==> src/rtl/clock_request_ctrl.sv <==
// Clock request controller: aggregates per-requester clock demand into a single
// request toward a clock_module_sync node, grants requesters only while the gated
// clock is running, and holds the parent request for HOLD_CYCLES idle cycles
// before letting the clock stop.
//
// Optional feature: define CLOCK_REQUEST_CTRL_WAKE_COUNT_EN to add a saturating
// 16-bit wake_count output that counts OFF->STARTING transitions.
module clock_request_ctrl #(
  parameter int unsigned NUM_REQ     = 4,
  parameter int unsigned HOLD_CYCLES = 8
) (
  input  logic               clock,
  input  logic               async_resetn,
  input  logic [NUM_REQ-1:0] req,
  output logic [NUM_REQ-1:0] ack,
  output logic               parent_request,
  input  logic               parent_ready,
  input  logic               parent_silent,
  input  logic               parent_starting,
  input  logic               parent_stopping,
  output logic [2:0]         state
`ifdef CLOCK_REQUEST_CTRL_WAKE_COUNT_EN
  ,
  output logic [15:0]        wake_count
`endif
);

  typedef enum logic [2:0] {
    StOff      = 3'd0,
    StStarting = 3'd1,
    StOn       = 3'd2,
    StHold     = 3'd3,
    StStopping = 3'd4
  } state_e;

  // Counter value loaded on HOLD entry; unused when HOLD_CYCLES is 0 (HOLD is skipped).
  localparam logic [7:0] HoldLoad = (HOLD_CYCLES > 0) ? 8'(HOLD_CYCLES - 1) : 8'd0;

  state_e     state_q, state_d;
  logic [7:0] hold_cnt_q, hold_cnt_d;
  logic       any_req;

  // Node transition status is informational only and never steers the FSM.
  logic       status_unused;
  assign status_unused = parent_starting ^ parent_stopping;

  assign any_req = |req;

  // Next-state and hold counter control.
  always_comb begin
    state_d    = state_q;
    hold_cnt_d = hold_cnt_q;
    case (state_q)
      StOff: begin
        if (any_req) state_d = StStarting;
      end
      StStarting: begin
        if (parent_ready) state_d = StOn;
      end
      StOn: begin
        if (!parent_ready) begin
          // Clock lost under us: keep requesting and wait for ready again.
          state_d = StStarting;
        end else if (!any_req) begin
          if (HOLD_CYCLES == 0) begin
            state_d = StStopping;
          end else begin
            state_d    = StHold;
            hold_cnt_d = HoldLoad;
          end
        end
      end
      StHold: begin
        if (!parent_ready) begin
          state_d = StStarting;
        end else if (any_req) begin
          state_d    = StOn;
          hold_cnt_d = HoldLoad;
        end else if (hold_cnt_q == 8'd0) begin
          state_d = StStopping;
        end else begin
          hold_cnt_d = hold_cnt_q - 8'd1;
        end
      end
      StStopping: begin
        // A stop in flight always completes; pending demand restarts straight away.
        if (parent_silent) state_d = any_req ? StStarting : StOff;
      end
      default: begin
        state_d = StOff;
      end
    endcase
  end

  // State and hold counter registers.
  always_ff @(posedge clock or negedge async_resetn) begin
    if (!async_resetn) begin
      state_q    <= StOff;
      hold_cnt_q <= 8'd0;
    end else begin
      state_q    <= state_d;
      hold_cnt_q <= hold_cnt_d;
    end
  end

  // Outputs decoded from registered state; ack is qualified by the ON state.
  always_comb begin
    parent_request = 1'b0;
    case (state_q)
      StStarting, StOn, StHold: parent_request = 1'b1;
      default:                  parent_request = 1'b0;
    endcase
    ack   = (state_q == StOn) ? req : '0;
    state = state_q;
  end

`ifdef CLOCK_REQUEST_CTRL_WAKE_COUNT_EN
  logic [15:0] wake_cnt_q;

  // Count wakes from OFF, saturating at all-ones.
  always_ff @(posedge clock or negedge async_resetn) begin
    if (!async_resetn) begin
      wake_cnt_q <= 16'd0;
    end else if (state_q == StOff && state_d == StStarting && wake_cnt_q != 16'hFFFF) begin
      wake_cnt_q <= wake_cnt_q + 16'd1;
    end
  end

  assign wake_count = wake_cnt_q;
`endif

endmodule

==> config.mk <==
export PLATFORM = sky130hd
export DESIGN_NAME = clock_request_ctrl
export DESIGN_NICKNAME = d
export VERILOG_FILES = /design/src/rtl/clock_request_ctrl.sv
export SDC_FILE = /design/constraint.sdc
export NUM_CORES = 1
export LEC_CHECK = 0
export BUFFER_PORTS_ARGS = -buffer_cell sky130_fd_sc_hd__buf_2
export CAP_MARGIN = 10
export CORE_MARGIN = 5
export CORE_UTILIZATION = 59
export CTS_BUF_LIST = sky130_fd_sc_hd__clkbuf_4
export CTS_CLUSTER_DIAMETER = 120
export DETAILED_ROUTE_END_ITERATION = 10
export HOLD_SLACK_MARGIN = 0.06
export PLACE_DENSITY = 0.88
export SYNTH_ARGS = -nofsm -noshare
export SYNTH_HDL_FRONTEND = slang
export SYNTH_SLANG_ARGS = --single-unit
==> constraint.sdc <==
create_clock -name clock -period 3.35 [get_ports clock]
set_input_delay 0.67 -clock clock [delete_from_list [all_inputs] [get_ports clock]]
set_output_delay 0.67 -clock clock [all_outputs]
set_load 0.03 [all_outputs]
==> results_dict.tcl <==
set metrics [dict create \
    die_x_um 46.6 \
    antenna_found_initial 0 \
    max-cap-violations 0 \
    syn_avg_cell_area_sq_um 9.40 \
    cp_cell_sequence "nand2b_1 > nor2_1 > and2_1 > buf_2" \
    grt_max_degree 14 \
    p_per_area_mw_per_mm2 561 \
    grt_pass1_vias 636 \
    ioPinCount 18 \
    portBuffers 15 \
    syn_nets 96 \
    synth_top_area_share_pct 34.9 \
    regToRegEndpoint "hold_cnt_q[1]" \
    rows 13 \
    tritoncts "done" \
    cts_resized 0 \
    post-route-util_pct 69.9 \
    r2r.worst_path.cells 6 \
    drt-vias-per-instance 6.17 \
    first_pass_iters 4 \
    ir_drop_v 0.000441 \
    synthTopCellsByArea "dfrtp_1 (35%), nor4_4 (5.4%), a211oi_1 (3.8%)" \
    cts_setup_buffers 0 \
    grt_use_total_pct 17.6 \
    fmax_ghz 0.463 \
    drt_iter0_drc 23 \
    startpoint_type "flop" \
    critical_path_class "reg -> out" \
    layout_common_cells "buf_2 (15), dfrtp_1 (11), nor2_1 (6), inv_1 (5), nand3_1 (5)" \
    setup_tns_ps 0 \
    cp.required_ps 2680 \
    diodes 0 \
    place_congestion 0.930 \
    netlist_area_sq_um 790 \
    r2r_start "hold_cnt_q[0]" \
    route.vias.total 716 \
    critPathSlowestCell "dfrtp_1" \
    drv_slew 0 \
    ys_seq_area_share_pct 34.9 \
    start_util_pct 61.4 \
    netlist_instances 84 \
    synth_edf_count 0 \
    nets 114 \
    area_growth_pct 13.8 \
    status "completed" \
    fin_skew_ps 3.08 \
    core_sq_mm 0.00128 \
    arrival_ps 1490 \
    cts_made_buffers 3 \
    die_y_um 46.6 \
    wl_mm 1.72 \
    synth_cell_types 34 \
    place_hpwl_mm 1.32 \
    fin_crit_ps 2160 \
    max_stage_delay_ps 450 \
    grt_pass1_wl_mm 2.69 \
    hold_path.class "in -> async" \
    endpoint_kind "primary output" \
    synth_warnings 0 \
    cp_max_fo 8 \
    setup_viol 0 \
    synth_top_area_cell "dfrtp_1" \
    drc 0 \
    clockBufferDepth 2 \
    rrSetupSlack_ps 1190 \
    clk_pin_slew_ps 70 \
    max_slew.worst_pin.slew_ps 595 \
    post-route-period-util_pct 64.5 \
    synthArstFlopShare_pct 100 \
    layout_commonest_cell "buf_2" \
    postRouteAntennaNets 0 \
    avgRoutedWirePerCell_um 14.8 \
    synth_seq_cells 11 \
    dieArea_sq_mm 0.00217 \
    cts_root_buf "clkbuf_4" \
    synth_flop_cell "dfrtp_1" \
    final_hold_viol_count 0 \
    cts_sinks 11 \
    drive_above_1_share_pct 26.7 \
    rsz0062_at_grt "no" \
    num-fill-cells 112 \
    crit_end "ack[0]" \
    leakagePower_nw 0.382 \
    maxSlewHeadroom_pct 60.0 \
    htree_levels 1 \
    overflow 0 \
    crit_start "state[2]" \
    hold_buffers 0 \
    clock_latency_ps 270 \
]
==> registers in the layout (all words and copies together) (netlist names) <==
signal	count
state	3
hold_cnt_q	8
==> per-layer routing <==
metal	wire length (um)	vias to the layer above	global-route usage (%)	share of wire [%]
met5	0	-	0	0
met4	18	0	6.82	1.0
met3	136	4	3.52	7.9
met2	851	32	29.4	49
met1	714	329	22.1	42
li1	-	351	-	-
==> cells by family (layout without fill, tap and decap cells) <==
kind of cell             Yosys count  in the layout  synth area share, %
flip-flops                        11             11                 34.9
adder cells (fa/ha/maj)            2              2                 3.17
AND/OR/NAND/NOR                   40             40                 35.0
AO/OA/AOI/OAI                     20             20                 17.8
multiplexers                       3              3                 4.44
buffers and inverters              8             25                 4.75
==> synth_stat cells (3+ instances only) <==
master and instances:
nand2_1 4, nand3b_1 3, a211oi_1 4, nor2_1 6, nor3_1 3, nand3_1 5
o21ai_1 4, dfrtp_1 11, and2_1 4, nand2b_1 3, inv_1 5
==> critical path: cells and delay by family (launching register included) <==
kind	cells	cell delay, ps
flops	1	450
buf+inv	1	190
simple gates	3	580
==> cell type report <==
| class | instances | area, sq um | share of cell area, % |
|---|---|---|---|
| Timing Repair Buffer | 15 | 75.1 | 8.36 |
| Clock buffer | 4 | 30.0 | 3.34 |
| Inverter | 6 | 22.5 | 2.51 |
| Multi-Input combinational cell | 65 | 477 | 53.1 |
| Tap cell | 15 | 18.8 | 2.09 |
| Sequential cell | 11 | 275 | 30.6 |
==> worst min path at each step <==
| stage | cells past startpoint | endpoint | from | slack, ps |
|---|---|---|---|---|
| detailed placement | 1 | hold_cnt_q[4] | hold_cnt_q[4] | 520 |
| global placement | 1 | hold_cnt_q[4] | hold_cnt_q[4] | 500 |
| floorplan | 0 | hold_cnt_q[0] | async_resetn | 370 |
| CTS | 1 | hold_cnt_q[6] | async_resetn | 260 |
| global route | 1 | state[0] | async_resetn | 270 |
| finish | 1 | hold_cnt_q[6] | async_resetn | 250 |
==> per-stage QoR <==
stage          std cells  power [mW]  worst slack [ps]  hold WS (ps)  cell area [sq um]
2_1_floorplan         84       0.352              1220           374                790
3_3_place_gp         112       0.398              1050           503                868
3_5_place_dp         112       0.407              1030           520                868
4_1_cts              116       0.505              1190           260                898
5_1_grt              116       0.534              1070           267                898
6_report             116       0.504              1190           254                898
==> power breakdown <==
group / total [mW] / internal, mW / leakage, nW / switching [mW]
registers: 0.190 / 0.151 / 0.135 / 0.0390
clock network: 0.0985 / 0.0541 / 0.0184 / 0.0443
logic: 0.215 / 0.0763 / 0.229 / 0.139
total: 0.504 / 0.282 / 0.382 / 0.222
(Power assumes the default switching activity.)
